### config.mk
export PLATFORM = sky130hd
export DESIGN_NAME = ac3_accum_ctrl
export DESIGN_NICKNAME = d
export VERILOG_FILES = /design/src/rtl/ac3_pkg.sv /design/src/rtl/ac3_adder.sv /design/src/rtl/ac3_accum_ctrl.sv
export SDC_FILE = /design/constraint.sdc
export NUM_CORES = 1
export LEC_CHECK = 0
export ABC_AREA = 1
export ABC_CLOCK_PERIOD_IN_PS = 2000
export CORE_MARGIN = 3
export CORE_UTILIZATION = 30
export CTS_CLUSTER_SIZE = 16
export DETAILED_ROUTE_END_ITERATION = 16
export HOLD_SLACK_MARGIN = 0.03
export SETUP_SLACK_MARGIN = 0.3
export SLEW_MARGIN = 20
export SYNTH_ARGS = -nofsm -noshare
export SYNTH_HDL_FRONTEND = slang
export SYNTH_SLANG_ARGS = --single-unit
### constraint.sdc
create_clock -name clk -period 2 [get_ports clk]
set_input_delay 0.4 -clock clk [delete_from_list [all_inputs] [get_ports clk]]
set_output_delay 0.4 -clock clk [all_outputs]
set_load 0.05 [all_outputs]
### src/rtl/ac3_pkg.sv
`default_nettype none
// ============================================================================
// Module  : ac3_pkg
// Purpose : Shared definitions for the AC3 accumulation stage: controller
//           state encoding, accumulator width helper and default job size.
// Ports   : none (package)
// Rev     : 1.0 - initial release
// ============================================================================
package ac3_pkg;

  // Default maximum operand count per job (3x3xN_filter_max/16).
  localparam int unsigned AC3_MNO_DEFAULT = 288;

  typedef enum logic [1:0] {
    ST_IDLE  = 2'd0,
    ST_ACCUM = 2'd1,
    ST_OUT   = 2'd2
  } ac3_state_e;

  // Accumulator width: multiplier fan-in growth + product width + operand
  // count growth + one guard bit, so a legal job can never wrap.
  function automatic int unsigned ac3_acc_width(input int unsigned m,
                                                input int unsigned pa,
                                                input int unsigned pw,
                                                input int unsigned mno);
    return $clog2(m) + pa + pw + $clog2(mno) + 1;
  endfunction

endpackage
`default_nettype wire

### src/rtl/ac3_adder.sv
`default_nettype none
// ============================================================================
// Module  : ac3_adder
// Purpose : AC3 accumulate adder, adds the AC2 partial sum to the value held
//           in the accumulator register. Purely combinational, modulo 2^W.
// Ports   : in_from_ac2 [W] - partial sum from the AC2 tree
//           in_from_reg [W] - current accumulator contents
//           sum_out     [W] - in_from_ac2 + in_from_reg
// Rev     : 1.0 - initial release
// ============================================================================
module ac3_adder #(
  parameter int unsigned W = 26
) (
  input  logic [W-1:0] in_from_ac2,
  input  logic [W-1:0] in_from_reg,
  output logic [W-1:0] sum_out
);

  assign sum_out = in_from_ac2 + in_from_reg;

endmodule
`default_nettype wire

### src/rtl/ac3_accum_ctrl.sv
`default_nettype none
// ============================================================================
// Module  : ac3_accum_ctrl
// Purpose : AC3 sequencer. Accepts a job length, accumulates that many AC2
//           partial sums through ac3_adder into a wide register and presents
//           the final sum downstream with a valid/ready handshake.
// Ports   : clk, rst          - clock, synchronous active-high reset
//           start, num_ops    - job request and length (sampled in IDLE)
//           in_valid, in_data - AC2 partial sum stream
//           in_ready          - a beat is accepted when in_valid & in_ready
//           out_valid,out_data- final sum, held until out_ready
//           out_ready         - downstream accept
//           busy              - controller not idle
//           err               - one-cycle pulse after an illegal start
// Rev     : 1.0 - initial release
// ============================================================================
module ac3_accum_ctrl
  import ac3_pkg::*;
#(
  parameter  int unsigned M   = 16,
  parameter  int unsigned PA  = 8,
  parameter  int unsigned PW  = 4,
  parameter  int unsigned MNO = AC3_MNO_DEFAULT,
  localparam int unsigned W   = ac3_acc_width(M, PA, PW, MNO),
  localparam int unsigned CW  = $clog2(MNO + 1)
) (
  input  logic          clk,
  input  logic          rst,
  input  logic          start,
  input  logic [CW-1:0] num_ops,
  input  logic          in_valid,
  input  logic [W-1:0]  in_data,
  output logic          in_ready,
  output logic          out_valid,
  output logic [W-1:0]  out_data,
  input  logic          out_ready,
  output logic          busy,
  output logic          err
);

  localparam logic [CW-1:0] MNO_C = CW'(MNO);
  localparam logic [CW-1:0] ONE_C = CW'(1);

  ac3_state_e    state_q, state_d;
  logic [W-1:0]  acc_q,   acc_d;
  logic [CW-1:0] cnt_q,   cnt_d;
  logic [CW-1:0] len_q,   len_d;
  logic          err_q,   err_d;

  logic [W-1:0]  sum_w;
  logic          beat_w;
  logic          legal_w;

  ac3_adder #(
    .W (W)
  ) u_adder (
    .in_from_ac2 (in_data),
    .in_from_reg (acc_q),
    .sum_out     (sum_w)
  );

  // Beats only land while in ACCUM; in_ready is a pure state decode.
  assign beat_w  = in_valid & in_ready;
  assign legal_w = (num_ops != '0) && (num_ops <= MNO_C);

  always_comb begin
    state_d = state_q;
    acc_d   = acc_q;
    cnt_d   = cnt_q;
    len_d   = len_q;
    err_d   = 1'b0;
    unique case (state_q)
      ST_IDLE: begin
        if (start) begin
          if (legal_w) begin
            len_d   = num_ops;
            acc_d   = '0;
            cnt_d   = '0;
            state_d = ST_ACCUM;
          end else begin
            // Illegal length: flag it, leave the accumulator untouched.
            err_d = 1'b1;
          end
        end
      end
      ST_ACCUM: begin
        if (beat_w) begin
          acc_d = sum_w;
          cnt_d = cnt_q + ONE_C;
          // Last beat of the job: the sum is complete on the next cycle.
          if (cnt_q == len_q - ONE_C) begin
            state_d = ST_OUT;
          end
        end
      end
      ST_OUT: begin
        if (out_ready) begin
          state_d = ST_IDLE;
        end
      end
      default: state_d = ST_IDLE;
    endcase
  end

  always_ff @(posedge clk) begin
    if (rst) begin
      state_q <= ST_IDLE;
      acc_q   <= '0;
      cnt_q   <= '0;
      len_q   <= '0;
      err_q   <= 1'b0;
    end else begin
      state_q <= state_d;
      acc_q   <= acc_d;
      cnt_q   <= cnt_d;
      len_q   <= len_d;
      err_q   <= err_d;
    end
  end

  assign in_ready  = (state_q == ST_ACCUM);
  assign out_valid = (state_q == ST_OUT);
  assign busy      = (state_q != ST_IDLE);
  assign err       = err_q;
  // Data is only meaningful with out_valid; hold it at zero otherwise.
  assign out_data  = out_valid ? acc_q : '0;

endmodule
`default_nettype wire

# Word level (Yosys, flattened, before mapping)
# Cells that the tools add are included.
# word_totals
register_bits,47
n_memories,0
latchBits,0
word_cells,45
romBits,0
ramBits,0
in_bits,40
# op_classes
muxes,16
n_mul,0
n_eq_ne,8
n_shift,0
div,0
n_lt_le_gt_ge,1
n_reduce_logical,9
bitwise_logic,3
n_addsub,3
# op_table
op,count
$mux W26,4
$pmux W26 S2,1
$mux W9,3
$add A26 B26 Y26,1
$pmux W9 S2,1
$mux W2,5
$add A9 B1 Y9 const B,1
$eq A9 B9 Y1,1
$le A9 B9 Y1 const B,1
$reduce_bool A9 Y1,1
$sub A9 B1 Y9 const B,1
$ne A2 B1 Y1 const B,3
$pmux W2 S3,1
$reduce_and A5 Y1,1
$ne A2 B2 Y1 const B,2
$reduce_and A4 Y1,1
$reduce_bool A2 Y1,2
$reduce_and A3 Y1,1
$reduce_or A3 Y1,1
$eq A2 B1 Y1 const B,1
$eq A2 B2 Y1 const B,1
$logic_not A2 Y1,1
$not A1 Y1,2
$and A1 B1 Y1,1
2 further kinds,2

# Depth between registers and ports, before layout
# depth
ltp_word,5
mapped_depth,15
depth_no_buf,15

# Cells and area by module
# A second synthesis with hierarchy kept.
# unflattened
cells_unflattened,753
hier_area_um2,4585.6
# modules_own_cells
mod,area_each_um2,n_inst,cells_each
ac3_accum_ctrl,2712.6,1,390
ac3_adder,1873.0,1,363

# Worst setup path after synthesis
# No wires, ideal clock.
# synth_path
path_kind,register to output
startpoint,register state_q[1]
endpoint,output port out_data[10]
arrival_ps,2469
stages_incl_launch_ff,6
slack_ps,-869
path_cell_list,dfxtp_1 inv_1 nor2_1 clkinv_1 clkbuf_1 nor2_1
# synth_via
elab_chain_cells,2
# synth_lines
item,line_no,text
start: declaration,ac3_accum_ctrl.sv:44,"ac3_state_e state_q, state_d;"
start signal: assignment,ac3_accum_ctrl.sv:113,state_q <= state_d;
$eq A2 B2 Y1,ac3_accum_ctrl.sv:122,assign out_valid = (state_q == ST_OUT);
net out_valid,ac3_accum_ctrl.sv:34,"output logic out_valid,"
$mux W26,ac3_accum_ctrl.sv:126,assign out_data = out_valid ? acc_q : '0;
end: declaration,ac3_accum_ctrl.sv:35,"output logic [W-1:0] out_data,"
# The timed path passes the listed nets, and every way through them passes these cells.

# Worst setup path after layout
# layout_path
startpoint,register state_q[1]
endpoint,output port out_data[5]
# layout_via
elab_chain_cells,2
# layout_lines
item,line_no
$eq A2 B2 Y1,ac3_accum_ctrl.sv:122
$mux W26,ac3_accum_ctrl.sv:126
# Every way passes these cells.

==> results.txt <==
GRT Overall Usage -> 17.4%
CP max-delay cell -> dfxtp_2
Kind of critical path -> reg -> out
CTS buffer count -> 5
Synth unique cells -> 33
Hold WS -> 468 ps
Worst path required time -> 1600 ps
First-pass GRT wire length -> 22600 um
PwrDens -> 447 nW/um^2
Clk_lat worst skew -> 300 ps
Simple-gate portion of the synthesized area -> 38.8%
Max-cap violations -> 0
H-tree Lvls -> 2
Measured slew at the worst slew-check pin -> 502 ps
CTS Root Cell -> clkbuf_16
Mux share of post-synthesis cell area -> 0%
Pleak -> 3.16 nW
Post-Synth XOR/XNOR Area -> 1.87%
Port buffer count -> 69
ANT cells -> 0
Post-synth EDFFs -> 0
Slew Limit Fails -> 0
CP max FO -> 13
Syn Area/Cell -> 5.84 um^2
Hold Path Depth -> 2
Seq/Total Area, Yosys -> 22.3%
Longest Clk Path Bufs -> 2
Fin crit period -> 1820 ps
CP max stage delay -> 330 ps
Flip-flop and latch area -> 967 um^2
Initial Utilization -> 31.2%
CTS Hold Buffers Added -> 0
Post-DP HPWL -> 10200 um
Kind of cell adding the most delay to the critical path -> buffers and inverters
WL final -> 14200 um
RSZ-0062 raised after global routing -> true
Synth warnings -> 0
Antenna violations before repair -> 0
R2r worst-path depth -> 11
Final Wtd Congestion -> 0.877
Vias per Instance -> 4.77
Nets@finish -> 943
Die area -> 15500 um^2
Layout cell share with drive strength beyond 1 -> 38.9%
Status -> finished, final reports clean
Initial DRC Count -> 293
Buf+Inv Stages, Crit Path -> 4
Syn_nets -> 789
Slew Limit Headroom -> 66.6%
GRT overflow -> 0
Compound-Gate Fraction of Synth Area -> 16.3%
CTS tree -> yes
Synth Cell Area -> 4210 um^2
Die width -> 124 um
Hold Crit Class -> reg -> reg
Chip Height -> 124 um
Vias in the first global route -> 4648
Dominant synthesized flop cell -> dfxtp_1
CP arrival -> 1420 ps
CP most frequent cell -> nor2_4
Worst vdd ir -> 0.337 mV
Final Cycle Share -> 90.9%
P&R area growth vs syn -> 73.2%
First-pass DRT Iterations -> 4
Max Fclk -> 550 MHz
Clock transition at path regs -> 70 ps
Pin count of the biggest net entering global routing -> 31
Final worst setup slack -> 181 ps
Pre-CTS WS -> -454 ps
Main combinational cell family by area after synthesis -> simple AND/OR/NAND/NOR gates
# fillers -> 1266
Layout Cells excl Fill -> 1052
Finish-stage setup viols -> 0
Fraction of registers with async set/reset -> 0%
Levels on crit path -> 6
DRC -> 0
CTS Sinks -> 47
Cell total after placement -> 1023
Final-report hold violation count -> 0
Util after Layout -> 54.0%
Vias post-DR -> 5015
Wire length per cell -> 13.5 um
Final ANT Viol Nets -> 0
Crit-path cells -> inv_2 -> nor2_4 -> clkinv_4 -> buf_16 -> nor2_4 -> buf_12
Row cnt -> 42
Critical Path End Type -> output port
Multi-input combinational cell area -> 3730 um^2
IO Pins -> 70
Core area -> 13500 um^2
Register bit count reported by yosys -> 47
Syn Inst Count -> 721
Element type at the critical path start -> register
Synth Area in Adders -> 8.50%
Clock skew -> 7.08 ps
-- cells in the final DEF (no fill, tap or decap), types with 3 or more instances in the layout --
cell             synthesis  routed
clkdlybuf4s50_1          0       6
nand2_4                  0       8
buf_16                   0       3
dfxtp_2                  0      15
nand2_1                196     158
buf_12                   0      30
a21boi_1                 0       6
a21oi_4                  0       5
o21bai_1                 6       3
o21ai_0                 36      24
nand3_2                  0      13
ha_4                     0      25
dfxtp_1                 47      30
inv_2                    3      16
dlygate4sd2_1            0      20
o21ai_1                  0      11
a21oi_2                  7      15
nand3b_1                 4       4
nand2_2                  9      38
or2_2                    3       3
a21boi_0                10       3
inv_1                  108      95
nor2_4                   2      33
nand3_1                 51      37
nor3_1                   9       5
nor2_1                  93      43
buf_4                    1      84
xor2_1                   6       6
dlymetal6s2s_1           0       9
xnor2_1                  3       3
buf_6                    2       5
nor2_2                   0      19
nand4_1                 16      16
a21oi_1                 61      48
clkdlybuf4s15_1          0       3
clkbuf_16                0       6
-- state kept, by name, indices dropped and copies added, names as in the netlist --
register	flops
len_q	9
err	1
state_q	2
acc_q	26
cnt_q	9
-- cell type report --
class | count | area share, %
clock buffer | 6 | 1.90
sequential | 47 | 13.3
timing repair buffer | 163 | 24.5
multi-input combinational | 546 | 51.2
clock inverter | 2 | 0.223
tap | 176 | 3.02
inverter | 112 | 5.83
-- cell families after synthesis --
group,after synthesis
xor gates and xnor gates,9
adders and majority gates,28
AOI/OAI and AO/OA,123
and+or+nand+nor,386
buffers and inverters,128
DFF,47
-- routing by layer --
layer  vias up  wire length (um)  GRT usage (%)
li1       2621                 -              -
met1      2224              6810           24.4
met2       149              6420           28.1
met3        21               690           2.74
met4         0               294           4.19
met5         -                 0              0
-- path summary, 6_finish.rpt --
check | start | to | slack, ps
min | len_q[8] | len_q[8] | 470
min reg2reg | len_q[8] | len_q[8] | 470
max reg2reg | acc_q[6] | acc_q[15] | 250
max | state_q[1] | out_data[5] | 180
-- worst register-to-register path, cell delays in order, from the launching register on --
cell and delay, ps:
dfxtp_2 340, ha_4 240, buf_4 130, nand2_2 100
nor2_1 60, nor2_1 120, nand2_2 110, nand2_1 80
nand2_1 60, or2_2 280, nand3_2 80, a21oi_2 50
-- stage by stage --
| stage | instance area [um^2] | setup TNS, ps | total power [mW] |
|---|---|---|---|
| floorplan | 4550 | 0 | 1.68 |
| global placement | 6190 | -8850 | 2.11 |
| detailed placement | 6190 | -8680 | 2.12 |
| CTS | 6850 | 0 | 3.14 |
| global route | 7290 | 0 | 3.44 |
| finish | 7290 | 0 | 3.26 |
-- synthesized netlist by cell type, drive strengths merged (3+ instances only) --
cell type    n  area (um^2)
nand2      205          792
inv        111          417
nor2        95          372
a21oi       68          367
nand3       51          255
dfxtp       47          941
o21ai       36          180
ha          27          338
nand4       16          100
a21boi      10         75.1
clkbuf       9         35.0
nor3         9         45.0
buf          7         58.8
o21bai       6         45.0
xor2         6         52.6
nand3b       4         30.0
and2         3         18.8
or2          3         18.8
xnor2        3         26.3
-- timing repair --
action	CTS	global route
resized for setup	112	118
setup endpoints to repair	63	73
setup buffers	9	9
pin swaps	45	57
gates cloned	2	1
-- report_power, final --
group	switching, mW	internal (mW)	leakage (nW)
sequential	0.0555	0.986	0.391
combinational	0.710	0.600	2.70
clock	0.403	0.501	0.0731
Power figures use the tool's default switching activity.
